File: config.mk
export PLATFORM = sky130hd
export DESIGN_NAME = bus2ip_arbiter
export DESIGN_NICKNAME = d
export VERILOG_FILES = /design/src/rtl/bus2ip_arbiter_pkg.sv /design/src/rtl/bus2ip_arbiter_rr_arbiter.sv /design/src/rtl/bus2ip_arbiter.sv
export SDC_FILE = /design/constraint.sdc
export NUM_CORES = 1
export LEC_CHECK = 0
export ABC_AREA = 1
export BUFFER_PORTS_ARGS = -buffer_cell sky130_fd_sc_hd__buf_4
export CORE_MARGIN = 1.5
export CORE_UTILIZATION = 50
export CTS_BUF_LIST = sky130_fd_sc_hd__clkbuf_16
export CTS_CLUSTER_DIAMETER = 150
export CTS_CLUSTER_SIZE = 12
export DETAILED_ROUTE_END_ITERATION = 8
export PLACE_DENSITY = 0.85
export SETUP_SLACK_MARGIN = 0.02
export SYNTH_ARGS = -nofsm -noshare
export SYNTH_HDL_FRONTEND = slang
export SYNTH_SLANG_ARGS = --single-unit
File: constraint.sdc
create_clock -name clk -period 6 [get_ports clk]
set_input_delay 1.5 -clock clk [delete_from_list [all_inputs] [get_ports clk]]
set_output_delay 1.5 -clock clk [all_outputs]
set_load 0.02 [all_outputs]
File: src/rtl/bus2ip_arbiter_pkg.sv
`default_nettype none
//==============================================================================
// Package : bus2ip_arbiter_pkg
// Desc    : Shared state encodings, widths and the pointer helper for the
//           bus2ip arbiter and its round-robin pick.
// Rev     : 1.0  initial release
//==============================================================================
package bus2ip_arbiter_pkg;

    localparam int unsigned c_STATE_W = 2;
    localparam int unsigned c_CNT_W   = 3;  // holds RD_LATENCY-1 for latencies up to 7
    localparam int unsigned c_IDX_W   = 2;  // holds a grant index for up to 4 requesters

    localparam logic [c_STATE_W-1:0] c_IDLE    = 2'd0;
    localparam logic [c_STATE_W-1:0] c_ISSUE   = 2'd1;
    localparam logic [c_STATE_W-1:0] c_WAIT_RD = 2'd2;
    localparam logic [c_STATE_W-1:0] c_ACK     = 2'd3;

    function automatic logic [c_IDX_W-1:0] next_ptr(input logic [c_IDX_W-1:0] g,
                                                     input int unsigned        n);
        if ({30'd0, g} + 32'd1 >= n) begin
            return '0;
        end
        return g + 1'b1;
    endfunction

endpackage : bus2ip_arbiter_pkg
`default_nettype wire

File: src/rtl/bus2ip_arbiter_rr_arbiter.sv
`default_nettype none
//==============================================================================
// Module : rr_arbiter
// Desc   : Combinational round-robin pick: first set request at or above ptr,
//          wrapping modulo NUM_REQ. Returns one-hot grant and its index.
// Rev    : 1.0  initial release
//==============================================================================
module rr_arbiter
    import bus2ip_arbiter_pkg::*;
#(
    parameter int NUM_REQ = 2
) (
    input  logic [NUM_REQ-1:0] req,
    input  logic [c_IDX_W-1:0] ptr,
    output logic [NUM_REQ-1:0] gnt,
    output logic [c_IDX_W-1:0] gnt_idx,
    output logic               any_req
);

    // d is the rotational distance from ptr; the smallest distance wins.
    always_comb begin
        gnt     = '0;
        gnt_idx = '0;
        any_req = 1'b0;
        for (int d = 0; d < NUM_REQ; d++) begin
            for (int i = 0; i < NUM_REQ; i++) begin
                if (!any_req && req[i] &&
                    (((i + NUM_REQ - int'(ptr)) % NUM_REQ) == d)) begin
                    any_req = 1'b1;
                    gnt[i]  = 1'b1;
                    gnt_idx = c_IDX_W'(i);
                end
            end
        end
    end

endmodule : rr_arbiter
`default_nettype wire

File: src/rtl/bus2ip_arbiter.sv
`default_nettype none
//==============================================================================
// Module : bus2ip_arbiter
// Desc   : Round-robin sharing of one bus2ip register bus between NUM_REQ
//          requesters; one single-beat read or write per grant.
// Rev    : 1.0  initial release
//==============================================================================
module bus2ip_arbiter
    import bus2ip_arbiter_pkg::*;
#(
    parameter int NUM_REQ    = 2,
    parameter int ADDR_W     = 16,
    parameter int DATA_W     = 16,
    parameter int RD_LATENCY = 1
) (
    input  logic                      clk,
    input  logic                      rst,
    input  logic [NUM_REQ-1:0]        req_i,
    input  logic [NUM_REQ-1:0]        we_i,
    input  logic [NUM_REQ*ADDR_W-1:0] addr_i,
    input  logic [NUM_REQ*DATA_W-1:0] wdata_i,
    output logic [NUM_REQ-1:0]        ack_o,
    output logic [DATA_W-1:0]         rdata_o,
    output logic                      busy_o,
    output logic [ADDR_W-1:0]         bus2ip_addr_o,
    output logic [DATA_W-1:0]         bus2ip_data_o,
    output logic                      bus2ip_rd_ce_o,
    output logic                      bus2ip_wr_ce_o,
    input  logic [DATA_W-1:0]         ip2bus_data_i
);

    generate
        if (NUM_REQ < 2 || NUM_REQ > 4 || RD_LATENCY < 1 || RD_LATENCY > 7) begin : g_param_check
            $error("bus2ip_arbiter: NUM_REQ must be 2..4 and RD_LATENCY 1..7");
        end
    endgenerate

    logic [c_STATE_W-1:0] r_state;
    logic [c_STATE_W-1:0] w_next_state;
    logic [c_IDX_W-1:0]   r_ptr;
    logic [c_IDX_W-1:0]   r_gnt_idx;
    logic [c_IDX_W-1:0]   w_gnt_idx;
    logic [NUM_REQ-1:0]   r_gnt;
    logic [NUM_REQ-1:0]   w_gnt;
    logic                 w_any;
    logic                 r_we;
    logic [c_CNT_W-1:0]   r_cnt;

    logic                 w_sel_we;
    logic [ADDR_W-1:0]    w_sel_addr;
    logic [DATA_W-1:0]    w_sel_wdata;

    logic                 w_rd_ce_nxt;
    logic                 w_wr_ce_nxt;
    logic                 w_busy_nxt;
    logic [NUM_REQ-1:0]   w_ack_nxt;

    rr_arbiter #(
        .NUM_REQ (NUM_REQ)
    ) u_rr_arbiter (
        .req     (req_i),
        .ptr     (r_ptr),
        .gnt     (w_gnt),
        .gnt_idx (w_gnt_idx),
        .any_req (w_any)
    );

    always_comb begin
        w_sel_we    = 1'b0;
        w_sel_addr  = '0;
        w_sel_wdata = '0;
        for (int i = 0; i < NUM_REQ; i++) begin
            if (w_gnt[i]) begin
                w_sel_we    = we_i[i];
                w_sel_addr  = addr_i[i*ADDR_W +: ADDR_W];
                w_sel_wdata = wdata_i[i*DATA_W +: DATA_W];
            end
        end
    end

    always_ff @(posedge clk or posedge rst) begin
        if (rst) begin
            r_state <= c_IDLE;
        end else begin
            r_state <= w_next_state;
        end
    end

    always_comb begin
        w_next_state = r_state;
        case (r_state)
            c_IDLE:    if (w_any) w_next_state = c_ISSUE;
            c_ISSUE:   w_next_state = r_we ? c_ACK : c_WAIT_RD;
            c_WAIT_RD: if (r_cnt == '0) w_next_state = c_ACK;
            c_ACK:     w_next_state = c_IDLE;
            default:   w_next_state = c_IDLE;
        endcase
    end

    // Next-cycle values of the registered bus outputs, so each one lines up
    // exactly with the state it belongs to.
    always_comb begin
        w_rd_ce_nxt = 1'b0;
        w_wr_ce_nxt = 1'b0;
        w_ack_nxt   = '0;
        w_busy_nxt  = (w_next_state != c_IDLE);
        if (r_state == c_IDLE && w_next_state == c_ISSUE) begin
            w_wr_ce_nxt = w_sel_we;
            w_rd_ce_nxt = !w_sel_we;
        end
        if (w_next_state == c_ACK) begin
            w_ack_nxt = r_gnt;
        end
    end

    always_ff @(posedge clk or posedge rst) begin
        if (rst) begin
            bus2ip_rd_ce_o <= 1'b0;
            bus2ip_wr_ce_o <= 1'b0;
            ack_o          <= '0;
            busy_o         <= 1'b0;
        end else begin
            bus2ip_rd_ce_o <= w_rd_ce_nxt;
            bus2ip_wr_ce_o <= w_wr_ce_nxt;
            ack_o          <= w_ack_nxt;
            busy_o         <= w_busy_nxt;
        end
    end

    always_ff @(posedge clk or posedge rst) begin
        if (rst) begin
            r_ptr         <= '0;
            r_gnt_idx     <= '0;
            r_gnt         <= '0;
            r_we          <= 1'b0;
            r_cnt         <= '0;
            bus2ip_addr_o <= '0;
            bus2ip_data_o <= '0;
            rdata_o       <= '0;
        end else begin
            case (r_state)
                c_IDLE: begin
                    if (w_any) begin
                        r_gnt_idx     <= w_gnt_idx;
                        r_gnt         <= w_gnt;
                        r_we          <= w_sel_we;
                        bus2ip_addr_o <= w_sel_addr;
                        bus2ip_data_o <= w_sel_wdata;
                    end
                end
                c_ISSUE: begin
                    r_cnt <= c_CNT_W'(RD_LATENCY - 1);
                end
                c_WAIT_RD: begin
                    if (r_cnt == '0) begin
                        rdata_o <= ip2bus_data_i;
                    end else begin
                        r_cnt <= r_cnt - 1'b1;
                    end
                end
                c_ACK: begin
                    r_ptr <= next_ptr(r_gnt_idx, NUM_REQ);
                end
                default: ;
            endcase
        end
    end

endmodule : bus2ip_arbiter
`default_nettype wire

Yosys cells after proc, flatten, opt, wreduce, memory -nomap -nowiden
Cells that the tools add are included.
{ "totals": {"register_bits": 65, "latchBits": 0, "mem_bits_rw": 0, "rom_bits": 0, "in_bits": 86, "out_inout_bits": 53, "wordCells": 79, "memories": 0} }
{ "op_classes": {"addsub": 5, "mul": 0, "n_div": 0, "magnitude_cmp": 1, "eq_ne": 8, "shifts": 0, "muxes": 29, "bitwise": 2, "n_reduce_logical": 21} }
{ "ops": {"columns": ["operator", "n"], "rows": [
  ["32-bit logical NOT", 2],
  ["16-bit 2-to-1 mux", 4],
  ["1-bit 2-to-1 mux", 17],
  ["2-bit equality test (second input constant)", 5],
  ["2-bit 2-to-1 mux", 5],
  ["1-bit logical AND", 8],
  ["2-bit case mux with 4 select lines", 1],
  ["3-bit case mux with 2 select lines", 1],
  ["2-bit AND reduction", 3],
  ["2-bit by 2-bit subtractor with 3-bit output (first input constant)", 2],
  ["2-bit by 1-bit equality test with 1-bit output (second input constant)", 2],
  ["1-bit logical NOT", 4],
  ["2-bit nonzero test", 2],
  ["2-bit by 1-bit adder with 3-bit output (second input constant)", 1],
  ["3-bit by 2-bit greater-or-equal comparator with 1-bit output (second input constant)", 1],
  ["3-bit logical NOT", 1],
  ["3-bit 2-to-1 mux", 1],
  ["3-bit by 1-bit subtractor with 3-bit output (second input constant)", 1],
  ["2-bit by 1-bit adder with 2-bit output (second input constant)", 1],
  ["1-bit AND", 2],
  ["2-bit logical NOT", 1],
  ["2-bit != test (second input constant)", 1]
]} }

Depth between registers and ports, before layout
{ "depth": {"depth_word": 22, "depth_mapped": 9, "depth_no_buf": 8} }

By module
From an unflattened synthesis, not the netlist that was laid out.
{ "unflattened": {"cells_unflattened": 277, "hier_area_um2": 2927.8} }
{ "modules_own_cells": {"columns": ["module", "n_inst", "cells_per_inst", "area_each_um2", "seq_area_each_um2"], "rows": [
  ["bus2ip_arbiter", 1, 266, 2871.5, 1626.6],
  ["rr_arbiter", 1, 11, 56.3, 0.0]
]} }

Worst setup path before layout
OpenSTA, ideal clock, no wires.
{ "synth_timing": {"path_kind": "input to register", "from": "input port req_i[0]", "to": "register r_we", "setup_time_ns": 0.116, "arrival_time_ns": 2.097, "required_time_ns": 5.884, "path_slack_ns": 3.787, "cell_stages": 8, "n_path_buf": 1, "cell_sequence": "nand2_1 > nand2_2 > nand2_2 > nand2_4 > inv_2 > buf_4 > nand2_1 > nand2_1"} }
{ "synth_via": {"elab_chain_cells": 15, "word_cells_on_any_way": 20, "cone_classes": "mux (9); reduce/logical (11)"} }
{ "synth_rtl": {"columns": ["element", "line", "source"], "rows": [
  ["from (decl)", "bus2ip_arbiter.sv:18", "input logic [NUM_REQ-1:0] req_i,"],
  ["1-bit logical AND", "bus2ip_arbiter_rr_arbiter.sv:27", "if (!any_req && req[i] &&"],
  ["1-bit 2-to-1 mux", "bus2ip_arbiter_rr_arbiter.sv:27", null],
  ["1-bit logical NOT", "bus2ip_arbiter_rr_arbiter.sv:27", null],
  ["1-bit logical AND (2 in a row)", "bus2ip_arbiter_rr_arbiter.sv:27", null],
  ["1-bit 2-to-1 mux", "bus2ip_arbiter_rr_arbiter.sv:27", null],
  ["1-bit logical NOT", "bus2ip_arbiter_rr_arbiter.sv:27", null],
  ["1-bit logical AND (2 in a row)", "bus2ip_arbiter_rr_arbiter.sv:27", null],
  ["1-bit 2-to-1 mux", "bus2ip_arbiter_rr_arbiter.sv:27", null],
  ["1-bit logical NOT", "bus2ip_arbiter_rr_arbiter.sv:27", null],
  ["1-bit logical AND (2 in a row)", "bus2ip_arbiter_rr_arbiter.sv:27", null],
  ["1-bit 2-to-1 mux", "bus2ip_arbiter_rr_arbiter.sv:27", null],
  ["1-bit 2-to-1 mux / 2-bit AND reduction (equally long branches)", null, null],
  ["to (signal assigned)", "bus2ip_arbiter.sv:146", "r_we <= w_sel_we;"],
  ["to (decl)", "bus2ip_arbiter.sv:46", "logic r_we;"]
]} }
Several ways; a longest one is shown, not always the timed one.
A chain may end at the register's enable or synchronous reset.

Worst setup path after layout
{ "layout_timing": {"from": "input port req_i[0]", "to": "register bus2ip_data_o[11]"} }
{ "layout_via": {"elab_chain_cells": 15, "word_cells_on_any_way": 20, "cone_classes": "mux (9); reduce/logical (11)"} }
{ "layout_rtl": {"columns": ["element", "line", "source"], "rows": [
  ["1-bit logical AND", "bus2ip_arbiter_rr_arbiter.sv:27", null],
  ["1-bit 2-to-1 mux", "bus2ip_arbiter_rr_arbiter.sv:27", null],
  ["1-bit logical NOT", "bus2ip_arbiter_rr_arbiter.sv:27", null],
  ["1-bit logical AND (2 in a row)", "bus2ip_arbiter_rr_arbiter.sv:27", null],
  ["1-bit 2-to-1 mux", "bus2ip_arbiter_rr_arbiter.sv:27", null],
  ["1-bit logical NOT", "bus2ip_arbiter_rr_arbiter.sv:27", null],
  ["1-bit logical AND (2 in a row)", "bus2ip_arbiter_rr_arbiter.sv:27", null],
  ["1-bit 2-to-1 mux", "bus2ip_arbiter_rr_arbiter.sv:27", null],
  ["1-bit logical NOT", "bus2ip_arbiter_rr_arbiter.sv:27", null],
  ["1-bit logical AND (2 in a row)", "bus2ip_arbiter_rr_arbiter.sv:27", null],
  ["1-bit 2-to-1 mux", "bus2ip_arbiter_rr_arbiter.sv:27", null],
  ["16-bit 2-to-1 mux / 2-bit AND reduction (equally long branches)", null, null],
  ["to (signal assigned)", "bus2ip_arbiter.sv:148", "bus2ip_data_o <= w_sel_wdata;"],
  ["to (decl)", "bus2ip_arbiter.sv:26", "output logic [DATA_W-1:0] bus2ip_data_o,"]
]} }
Several ways; a longest one is shown, not always the timed one.

==> impl_results.md <==
* Status: complete, no violations
* Sequential power share at 0.337
* Root Driver: clkbuf_16
* Crit Path Category: input port to register
* Least-Margin Pin Slew at between 700 and 800 ps
* Clock Skews at 4.252 ps
* Critical Path RT at roughly 6300 ps
* Vias in the first global route at 2680
* Combinational share of power at 0.461
* Mapped Nets at approximately 480
* Total gr overflow at 0
* Critical Path End: bus2ip_data_o[11]
* CP Cell Sequence: buf_4 -> nand2_1 -> nand2_2 -> nand2_2 -> nand2_4 -> inv_2 -> nand2_1 -> nand2_1
* CP peak stage delay at 500 ps
* RD Place Congestion at 0.8610
* Count of max-cap constraint violations at 0
* Reg2Reg Depth at 7
* Via density at 4.804
* Setup violations, final at 0
* Total Nets Final at 615
* I/O pin cnt at 139
* Top post-synthesis cells by count: 255 x nand2_1, 63 x dfrtp_1, 13 x inv_1
* PostCTS Resize Cnt at 0
* Fraction of layout cells with a size suffix above 1 at 0.3048
* Area contributors post-synth: dfrtp_1 54%, nand2_1 33%, ha_1 3.0%
* Total die area at 0.006334 mm^2
* Reg2reg setup slack at 3950 ps
* Net Sw Power at 0.0008683 W
* Postcts setup bufs at 0
* Core area at between 0.005 and 0.006 mm^2
* Synth top area share at 0.5375
* Cells after Synth at 385
* Leak at between 2 and 3 nW
* Number of hold buffers added after CTS at 0
* VDD IR-drop max at 0.0002936 V
* Worst hold start: rdata_o[0]
* Worst-Skew Late Latency at 320 ps
* Unrepaired setup endpoints after global routing: no
* Post-DP HPWL at 5566 um
* Slowest CP cell: inv_2
* FF-to-FF Start: r_state[0]
* CTS tree: done
* Clk network pwr share at 0.201
* Cell variety after synth at 20
* Worst hold path class: register to register
* Clock Sinks at 63
* DR iter-0 viols at 155
* Sw Ratio at 0.4081
* Register bit total from synthesis at 63
* Crit end category: register
* GR Layer Usage met3 at 0.09714
* Global-route wire length before repair at 11700 um
* Antenna-violating nets left at 0
* WL/cell at 12.80 um
* Clk slew on worst S/H paths at 50 ps
* Total power at ~0.0021 W
* Fillers at 418
* CP Max Fanout at 37
* Largest net degree at the start of global routing at 64
* Post-synth top flop: dfrtp_1
* Post-synth EDFFs at 0
* CP Data Arrival Time at 2850 ps
* Top Usage Layer GRT: met2
* Worst Setup Start Kind: input port
* Syn_area_per_cell at around 7.6 um^2
* GRT Total Usage at 0.2445
* Final slew viol count at 0
* Total power divided by cell area at 502.4 mW/mm^2
* Port Buffer Count at 138
* CP Launch Point: req_i[0]
* Final Hold Viols at 0
* Mapped Area at about 0.003 mm^2
* Num CTS Buffers at 9
* Syn-to-layout area delta at 44.37%
* Post-synth ARST share at 1.000
* Initial antenna violation count at 0
* Die Height at between 70 and 80 um
* GR Util met2 at 0.4153
* Site Rows at 27
* Leading area contributor after synthesis: dfrtp_1
* Antenna cells at 0
* Htree depth at 3
* Most frequent cell after synthesis: nand2_1
* Finished Core Util at 0.7596
* Seq/Total Area, Yosys at 0.5375
* Most frequent CP cell: nand2_1
* First-pass DRT Iterations at 4
* Rel. slew slack at 0.5064
* Post-Route WL at roughly 7600 um
* Fmax at 385.0 MHz
* Setup WS pre-CTS at just over 3000 ps
* Internal power at 0.001259 W
* Residual DRC at 0
* Grt met1 use at 0.2759
* Tmin final at between 2000 and 3000 ps
* R2R Path End: r_cnt[2]
* Initial Util at 0.5262
* Die X at approximately 80 um
* Clock buffer depth at 2
* Final period util at 0.4329
* Via count at 2868
* Final setup margin at 3402 ps
* YS warnings at 0
* Setup TNS at 0 ps
cell type report:
type / count / area, um^2 / area share
clock buffers: 9 / 225.2 / 0.05319
clock inverters: 5 / 21.27 / 0.005024
inverters: 16 / 60.06 / 0.01418
multi-input cells: 292 / 1210 / 0.2858
flip-flops and latches: 63 / 1577 / 0.3723
well taps: 72 / 90.09 / 0.02128
repair buffers: 140 / 1051 / 0.2482
power by group through the flow:
stage	combinational [W]	clock (W)	sequential, W
finish	0.000981	0.000428	0.000718
global route	0.00108	0.000456	0.000734
CTS	0.000990	0.000438	0.000716
detailed placement	0.000989	0	0.000716
global placement	0.000951	0	0.000713
floorplan	0.000422	0	0.000890
worst min-delay path by stage:
stage / endpoint / slack (ps) / depth (start not counted)
after floorplan: r_ptr[0] / 420 / 1
after detailed placement: rdata_o[0] / 470 / 2
after global placement: r_ptr[0] / 440 / 1
final: rdata_o[0] / 480 / 2
after CTS: rdata_o[0] / 480 / 2
after global routing: rdata_o[8] / 500 / 2
cells in the final DEF, fill, tap and decap left out, drive strengths merged:
master / Yosys / layout
xor2: 1 / 1
nor2: 9 / 9
a21o: 1 / 1
buf: 13 / 140
nand2: 258 / 258
and2: 1 / 1
a21oi: 3 / 3
clkinv: 0 / 2
o21ai: 4 / 4
inv: 16 / 19
dfrtp: 63 / 63
clkbuf: 1 / 9
o22ai: 1 / 1
ha: 7 / 7
nand3: 7 / 7
flip-flops by register name (all words and copies together), names as in the netlist, 2 cells and up:
signal and count:
ack_o 2, rdata_o 16, bus2ip_addr_o 16, r_cnt 3, r_gnt 2, bus2ip_data_o 16
r_state 2
critical path, delay by kind of cell:
kind                   cells  cell delay, ps
buffers and inverters      2             610
and+or+nand+nor            6             730
layer usage:
metal  vias to the layer above  wire, um
met5                         -         0
met4                         0       124
met3                        10       779
met2                       131      3725
met1                      1297      3011
li1                       1430         -
through the flow:
stage                     instance area (um^2)  cells  hold WS [ps]
final                                     4234    597         478.3
after global routing                      4234    597         496.0
after CTS                                 4234    597         479.5
after detailed placement                  3988    583         467.2
after global placement                    3988    583         436.4
after floorplan                           2933    385         421.5
logic make-up (layout without fill, tap and decap cells):
group                      Yosys count  after routing  synth area share
buffers and inverters               30            170           0.04991
adders and majority gates            7              7           0.02986
xor gates and xnor gates             1              1          0.002987
DFF                                 63             63            0.5375
AOI/OAI and AO/OA                    9              9           0.01792
and+or+nand+nor                    275            275            0.3618
(Power assumes the default switching activity.)
